**src/rtl/twiddle_mul_384_if.sv**
```systemverilog
// rtl/twiddle_mul_384_if.sv - sample, ROM request/response and product signals of the twiddle multiplier
interface twiddle_mul_384_if #(
    parameter int D_WIDTH = 16,
    parameter int T_WIDTH = 16
);
    logic signed [D_WIDTH-1:0]   din_re;
    logic signed [D_WIDTH-1:0]   din_im;
    logic                        din_vld;
    logic                        din_sof;
    logic        [8:0]           rom_num;
    logic                        rom_vld;
    logic        [2*T_WIDTH-1:0] rom_dout;
    logic                        rom_dout_vld;
    logic signed [D_WIDTH-1:0]   dout_re;
    logic signed [D_WIDTH-1:0]   dout_im;
    logic                        dout_vld;
    logic                        dout_sof;
    logic                        dout_eof;
    logic                        err;

    modport master (
        output din_re, din_im, din_vld, din_sof, rom_dout, rom_dout_vld,
        input  rom_num, rom_vld, dout_re, dout_im, dout_vld, dout_sof, dout_eof, err
    );

    modport slave (
        input  din_re, din_im, din_vld, din_sof, rom_dout, rom_dout_vld,
        output rom_num, rom_vld, dout_re, dout_im, dout_vld, dout_sof, dout_eof, err
    );
endinterface

```
**src/rtl/twiddle_mul_384.sv**
```systemverilog
// rtl/twiddle_mul_384.sv - carrier counter, twiddle ROM requester and rounded/saturated complex multiplier
module twiddle_mul_384 #(
    parameter int D_WIDTH = 16,
    parameter int T_WIDTH = 16,
    parameter int N_CAR   = 384
) (
    input  logic              clk,
    input  logic              n_rst,
    twiddle_mul_384_if.slave  bus
);
    localparam int P_W  = D_WIDTH + T_WIDTH;
    localparam int S_W  = P_W + 2;
    localparam int FRAC = T_WIDTH - 2;
    localparam logic [8:0]           LAST = 9'(N_CAR - 1);
    localparam logic signed [S_W-1:0] MAXV = S_W'(2**(D_WIDTH-1) - 1);
    localparam logic signed [S_W-1:0] MINV = S_W'(-(2**(D_WIDTH-1)));

    typedef enum logic {IDLE = 1'b0, RUN = 1'b1} state_t;

    state_t     state, state_nx;
    logic [8:0] cnt, cnt_nx;
    logic       accept, proto_err, tag_eof;

    logic signed [D_WIDTH-1:0] s1_re, s1_im;
    logic                      s1_vld, s1_sof, s1_eof;
    logic signed [T_WIDTH-1:0] tw_cos, tw_sin;
    logic signed [P_W-1:0]     p_rc, p_is, p_rs, p_ic;
    logic                      s2_vld, s2_sof, s2_eof;
    logic signed [S_W-1:0]     sum_re, sum_im;

    function automatic logic signed [D_WIDTH-1:0] round_sat(input logic signed [S_W-1:0] s);
        logic signed [S_W-1:0] r;
        r = (s + S_W'(2**(FRAC-1))) >>> FRAC;
        if (r > MAXV)
            return MAXV[D_WIDTH-1:0];
        else if (r < MINV)
            return MINV[D_WIDTH-1:0];
        else
            return r[D_WIDTH-1:0];
    endfunction

    // State and carrier counter register
    always_ff @(posedge clk or negedge n_rst) begin
        if (!n_rst) begin
            state <= IDLE;
            cnt   <= '0;
        end else begin
            state <= state_nx;
            cnt   <= cnt_nx;
        end
    end

    // Sample acceptance, symbol framing and protocol-error detection
    always_comb begin
        state_nx  = state;
        cnt_nx    = cnt;
        accept    = 1'b0;
        proto_err = 1'b0;
        tag_eof   = 1'b0;
        case (state)
            IDLE: begin
                if (bus.din_vld) begin
                    if (bus.din_sof) begin
                        accept   = 1'b1;
                        cnt_nx   = 9'd1;
                        state_nx = RUN;
                    end else begin
                        proto_err = 1'b1;
                    end
                end
            end
            RUN: begin
                if (bus.din_vld) begin
                    accept = 1'b1;
                    if (bus.din_sof) begin
                        // restart: the new sof sample becomes carrier 0 of a fresh symbol
                        proto_err = 1'b1;
                        cnt_nx    = 9'd1;
                    end else if (cnt == LAST) begin
                        tag_eof  = 1'b1;
                        cnt_nx   = '0;
                        state_nx = IDLE;
                    end else begin
                        cnt_nx = cnt + 9'd1;
                    end
                end
            end
            default: state_nx = IDLE;
        endcase
    end

    assign bus.rom_vld = accept;
    assign bus.rom_num = bus.din_sof ? 9'd0 : cnt;

    assign tw_cos = $signed(bus.rom_dout[2*T_WIDTH-1:T_WIDTH]);
    assign tw_sin = $signed(bus.rom_dout[T_WIDTH-1:0]);

    // Stage 1: hold the sample while the ROM answers; flag errors and ROM/valid disagreement
    always_ff @(posedge clk or negedge n_rst) begin
        if (!n_rst) begin
            s1_vld  <= 1'b0;
            s1_sof  <= 1'b0;
            s1_eof  <= 1'b0;
            s1_re   <= '0;
            s1_im   <= '0;
            bus.err <= 1'b0;
        end else begin
            s1_vld  <= accept;
            bus.err <= proto_err | (bus.rom_dout_vld != s1_vld);
            if (accept) begin
                s1_re  <= bus.din_re;
                s1_im  <= bus.din_im;
                s1_sof <= bus.din_sof;
                s1_eof <= tag_eof;
            end
        end
    end

    // Stage 2: the four partial products against the returned twiddle
    always_ff @(posedge clk or negedge n_rst) begin
        if (!n_rst) begin
            s2_vld <= 1'b0;
            s2_sof <= 1'b0;
            s2_eof <= 1'b0;
            p_rc   <= '0;
            p_is   <= '0;
            p_rs   <= '0;
            p_ic   <= '0;
        end else begin
            s2_vld <= s1_vld;
            if (s1_vld) begin
                s2_sof <= s1_sof;
                s2_eof <= s1_eof;
                p_rc   <= s1_re * tw_cos;
                p_is   <= s1_im * tw_sin;
                p_rs   <= s1_re * tw_sin;
                p_ic   <= s1_im * tw_cos;
            end
        end
    end

    assign sum_re = S_W'(p_rc) - S_W'(p_is);
    assign sum_im = S_W'(p_rs) + S_W'(p_ic);

    // Stage 3: round, saturate and present; data holds while no product is valid
    always_ff @(posedge clk or negedge n_rst) begin
        if (!n_rst) begin
            bus.dout_vld <= 1'b0;
            bus.dout_sof <= 1'b0;
            bus.dout_eof <= 1'b0;
            bus.dout_re  <= '0;
            bus.dout_im  <= '0;
        end else begin
            bus.dout_vld <= s2_vld;
            bus.dout_sof <= s2_vld & s2_sof;
            bus.dout_eof <= s2_vld & s2_eof;
            if (s2_vld) begin
                bus.dout_re <= round_sat(sum_re);
                bus.dout_im <= round_sat(sum_im);
            end
        end
    end
endmodule
```
**src/flat_wrapper.sv**
```systemverilog
// flat-port wrapper written by rule: the top's interface ports become plain ports
module twiddle_mul_384_flat 
#(
    parameter int D_WIDTH = 16,
    parameter int T_WIDTH = 16,
    parameter int N_CAR   = 384
)
  (clk, n_rst, bus_din_re, bus_din_im, bus_din_vld, bus_din_sof, bus_rom_dout, bus_rom_dout_vld, bus_rom_num, bus_rom_vld, bus_dout_re, bus_dout_im, bus_dout_vld, bus_dout_sof, bus_dout_eof, bus_err);
  twiddle_mul_384_if #(.D_WIDTH(D_WIDTH), .T_WIDTH(T_WIDTH)) bus_i ();
  input  logic clk;
  input  logic n_rst;
  input wire logic [$bits(bus_i.din_re)-1:0] bus_din_re;
  input wire logic [$bits(bus_i.din_im)-1:0] bus_din_im;
  input wire logic [$bits(bus_i.din_vld)-1:0] bus_din_vld;
  input wire logic [$bits(bus_i.din_sof)-1:0] bus_din_sof;
  input wire logic [$bits(bus_i.rom_dout)-1:0] bus_rom_dout;
  input wire logic [$bits(bus_i.rom_dout_vld)-1:0] bus_rom_dout_vld;
  output wire logic [$bits(bus_i.rom_num)-1:0] bus_rom_num;
  output wire logic [$bits(bus_i.rom_vld)-1:0] bus_rom_vld;
  output wire logic [$bits(bus_i.dout_re)-1:0] bus_dout_re;
  output wire logic [$bits(bus_i.dout_im)-1:0] bus_dout_im;
  output wire logic [$bits(bus_i.dout_vld)-1:0] bus_dout_vld;
  output wire logic [$bits(bus_i.dout_sof)-1:0] bus_dout_sof;
  output wire logic [$bits(bus_i.dout_eof)-1:0] bus_dout_eof;
  output wire logic [$bits(bus_i.err)-1:0] bus_err;
  assign bus_i.din_re = bus_din_re;
  assign bus_i.din_im = bus_din_im;
  assign bus_i.din_vld = bus_din_vld;
  assign bus_i.din_sof = bus_din_sof;
  assign bus_i.rom_dout = bus_rom_dout;
  assign bus_i.rom_dout_vld = bus_rom_dout_vld;
  assign bus_rom_num = bus_i.rom_num;
  assign bus_rom_vld = bus_i.rom_vld;
  assign bus_dout_re = bus_i.dout_re;
  assign bus_dout_im = bus_i.dout_im;
  assign bus_dout_vld = bus_i.dout_vld;
  assign bus_dout_sof = bus_i.dout_sof;
  assign bus_dout_eof = bus_i.dout_eof;
  assign bus_err = bus_i.err;
  twiddle_mul_384 #(.D_WIDTH(D_WIDTH), .T_WIDTH(T_WIDTH), .N_CAR(N_CAR)) u_core (.clk(clk), .n_rst(n_rst), .bus(bus_i));
endmodule
```
**config.mk**
```make
export PLATFORM = sky130hd
export DESIGN_NAME = twiddle_mul_384_flat
export DESIGN_NICKNAME = d
export VERILOG_FILES = /design/src/rtl/twiddle_mul_384_if.sv /design/src/rtl/twiddle_mul_384.sv /design/src/flat_wrapper.sv
export SDC_FILE = /design/constraint.sdc
export NUM_CORES = 2
export LEC_CHECK = 0
export ABC_AREA = 1
export CAP_MARGIN = 20
export CORE_MARGIN = 1.5
export CORE_UTILIZATION = 47
export DETAILED_ROUTE_END_ITERATION = 6
export GPL_ROUTABILITY_DRIVEN = 1
export PLACE_DENSITY_LB_ADDON = 0.1
export SLEW_MARGIN = 0
export SYNTH_ARGS = -nofsm -noshare
export SYNTH_HDL_FRONTEND = slang
export SYNTH_SLANG_ARGS = --single-unit
```
**constraint.sdc**
```tcl
create_clock -name clk -period 7.4 [get_ports clk]
set_clock_uncertainty 0.2 [all_clocks]
set_input_delay 1.48 -clock clk [delete_from_list [all_inputs] [get_ports clk]]
set_output_delay 1.48 -clock clk [all_outputs]
set_load 0.01 [all_outputs]
```
==> flow_summary.yaml <==
critical_path:
  worst-setup-path-type: "primary input to flip-flop"
  crit_required_ps: 7660
  worst_r2r_dst: "u_core.p_rc[26]$_DFFE_PN0P_"
  cp.depth: 21
  slowest_stage: "sky130_fd_sc_hd__clkdlybuf4s50_1"
  end_kind: "flip-flop"
  worst_path_most_repeated_cell: "sky130_fd_sc_hd__fa_1"
  crit_path_max_incr_delay_ps: 570
  setup.reg_to_reg.worst_slack_ps: 760
  worst_path_dominant_cell_family: "adder cells"
  critPathArrivalTime_ps: 7470
  worst_path_buffer_plus_inverter_count: 7
  timing.critical_path.cells: "clkdlybuf4s50_1 -> buf_12 -> nand2_1 -> inv_1 -> fa_1 -> buf_4 -> fa_1 -> inv_1 -> fa_1 -> inv_1 -> fa_1 -> fa_1 -> fa_1 -> ha_1 -> a21o_1 -> a221oi_1 -> buf_4 -> o221a_2 -> nand2_1 -> nand2_1 -> a31oi_1"
  timing.critical_path.from_type: "primary input"
  timing.critical_path.fanout_max: 13
  r2r_start: "u_core.s1_re[7]$_DFFE_PN0P_"
  rr_worst_depth: 21
finish:
  final_nets: 9064
  area.growth.synth_to_final_pct: 15.36
  drive_gt1_frac: 0.1053
  layoutNonFillerInstCount: 9015
  layout.cells.most_common_list: "sky130_fd_sc_hd__inv_1, sky130_fd_sc_hd__nand2_1, sky130_fd_sc_hd__fa_1, sky130_fd_sc_hd__buf_4, sky130_fd_sc_hd__ha_1"
  layout_commonest_cell: "sky130_fd_sc_hd__inv_1"
hold_path:
  timing.hold.worst_path_depth: 2
  hold_class: "flip-flop to flip-flop"
  hold_path.startpoint: "u_core.s2_sof$_DFFE_PN0P_"
  timing.hold.worst_endpoint: "u_core.bus.dout_sof$_DFF_PN0_"
sta:
  finalMaxSlewViolations: 0
  setup_viols_final: 0
  clock.fmax_mhz: 138.7
  rsz_0062_raised_after_global_routing: "yes"
  worst-slew-pin-transition_ps: 1155
  hold_ws_ps: 255.6
  slew_hr: 0.2297
  total_negative_setup_slack_ps: 0
  layout_min_cycle_time_ps: 7210
  timing.final.ws_setup_ps: 190.1
  min_period_over_period: 0.9743
  final-hold-violation-count: 0
synth:
  synth.distinct_cells: 54
  synth.avg_cell_area_sq_um: 7.717
  yosys_most_used_dff: "sky130_fd_sc_hd__dfrtp_1"
  ys_top_cells_by_area: "sky130_fd_sc_hd__fa_1, sky130_fd_sc_hd__inv_1, sky130_fd_sc_hd__nand2_1"
  synth_enable_flop_cells: 0
  synth_area_leader_cell: "sky130_fd_sc_hd__fa_1"
  yosysTopAreaCellShare: 0.3896
  seq_area_frac_synth: 0.09852
  yosys_warnings: 0
  synth-seq-cells: 212
  synth-async-reset-ratio: 1.000
  syn_area_sq_um: 53850
  syn_inst: 6978
  syn_nets: 8548
clocking:
  cts.htree.levels: 1
  cts_tree: "yes"
  post_cts_hold_buffer_count: 0
  clkLatencyLatePin_ps: 640
  ctsRootBufferMaster: "sky130_fd_sc_hd__clkbuf_16"
  clockBufferDepth: 3
  clkSinkCount: 212
  path_clk_slew_ps: 60
  total_clock_buffers_created_by_cts: 29
status:
  result_of_the_run: "finished, final reports clean"
routing:
  vias: 44523
  drc_errors: 0
  drtIter0Drc: 3004
  drt_wl_total_um: 165500
  antenna_violating_nets_post_route: 0
  drt-wirelength-per-cell_um: 18.36
  drt_pre_antenna_iters: 6
  avgViaCountPerCell: 4.939
global_route:
  antenna_found_initial: 5
  grt_first_pass_wirelength_um: 263600
  globalRoute.totalOverflow: 0
  grt_start_max_net_pins: 122
  vias_in_the_first_global_route: 46170
  grt.total_usage: 0.2935
die:
  num_io_pins: 115
  die_h_um: 341.5
  fp.dieW_um: 341.5
  rows: 123
  die-area_sq_um: 116600
  core_area_sq_um: 113100
  initial_utilization: 0.4761
placement:
  placer_congestion: 0.9642
  hpwlAfterDp_um: 139500
  place.port_buffers: 114
  placedCellCount: 8961
  place_worst_setup_slack_ps: -691.2
job:
  max-cap-violations: 0
==> cell families (layout without fill, tap and decap cells) <==
kind of cell / Yosys count / in the layout / share of synthesized area
fa+ha+maj: 1501 / 1501 / 0.4949
compound gates: 502 / 502 / 0.05351
xor+xnor: 116 / 116 / 0.01887
simple gates: 2414 / 2414 / 0.1776
buf+inv: 2233 / 2769 / 0.1566
other cells: 0 / 1 / 0
flops: 212 / 212 / 0.09852
==> how the worst max path moves through the flow <==
stage	startpoint	end	slack, ps
floorplan	bus_rom_dout[3]	u_core.p_rs[30]$_DFFE_PN0P_	480
global placement	bus_rom_dout[18]	u_core.p_ic[31]$_DFFE_PN0P_	-660
detailed placement	bus_rom_dout[18]	u_core.p_ic[31]$_DFFE_PN0P_	-690
CTS	bus_rom_dout[20]	u_core.p_ic[31]$_DFFE_PN0P_	40
global route	bus_rom_dout[25]	u_core.p_rc[27]$_DFFE_PN0P_	-60
finish	bus_rom_dout[27]	u_core.p_ic[30]$_DFFE_PN0P_	190
==> registers in the layout, indices dropped and copies added, names as in the netlist, 9 cells and up <==
signal / cells
u_core.p_rs: 32
u_core.p_ic: 32
u_core.cnt: 9
u_core.s1_re: 16
u_core.s1_im: 16
u_core.p_is: 32
u_core.bus.dout_im: 16
u_core.p_rc: 32
u_core.bus.dout_re: 16
==> worst min-delay path: stages (launching register included) <==
cell and delay (ps):
sky130_fd_sc_hd__dfrtp_1 340, sky130_fd_sc_hd__nand2_1 50, sky130_fd_sc_hd__inv_1 40
==> per-stage QoR <==
| step | cell area [sq um] | utilization |
|---|---|---|
| 5_1_grt | 62120 | 0.5492 |
| 2_1_floorplan | 53850 | - |
| 3_3_place_gp | 60990 | 0.5392 |
| 4_1_cts | 61970 | 0.5479 |
| 6_report | 62120 | 0.5492 |
| 3_5_place_dp | 61020 | 0.5394 |
==> synthesized netlist by cell type (all sizes together) (36+ instances only) <==
cell type and n:
xor2 57, a21oi 203, or2 36, nor2 297, nand2 1882, o21ai 171, ha 453, fa 1048
inv 1972, xnor2 59, clkbuf 251, nand3 129, dfrtp 212
==> area by class of cell <==
| cell class | count | area, sq um |
|---|---|---|
| Antenna cell | 1 | 2.502 |
| Clock inverter | 14 | 150.1 |
| Clock buffer | 37 | 805.8 |
| Inverter | 1974 | 7412 |
| Sequential cell | 212 | 5311 |
| Multi-Input combinational cell | 4533 | 40180 |
| Fill cell | 11052 | 51000 |
| Tap cell | 1500 | 1877 |
| Timing Repair Buffer | 744 | 6384 |
==> repair_timing <==
action	CTS	global route
pin swaps	0	2
endpoints found under the setup margin	1	32
gates resized for setup	1	35
gates cloned	0	1
endpoints found under the hold margin	0	0
buffers inserted	0	1
==> metal layers <==
| metal | wire, um | global-route usage | up-vias |
|---|---|---|---|
| li1 | - | - | 21126 |
| met1 | 77290 | 0.4349 | 22026 |
| met5 | 54 | 0 | - |
| met2 | 73270 | 0.4608 | 1188 |
| met4 | 3596 | 0.05583 | 8 |
| met3 | 11310 | 0.04028 | 175 |
Power is not shown: default switching activity piles up to over one toggle a cycle in this logic, so the estimate is an artifact.
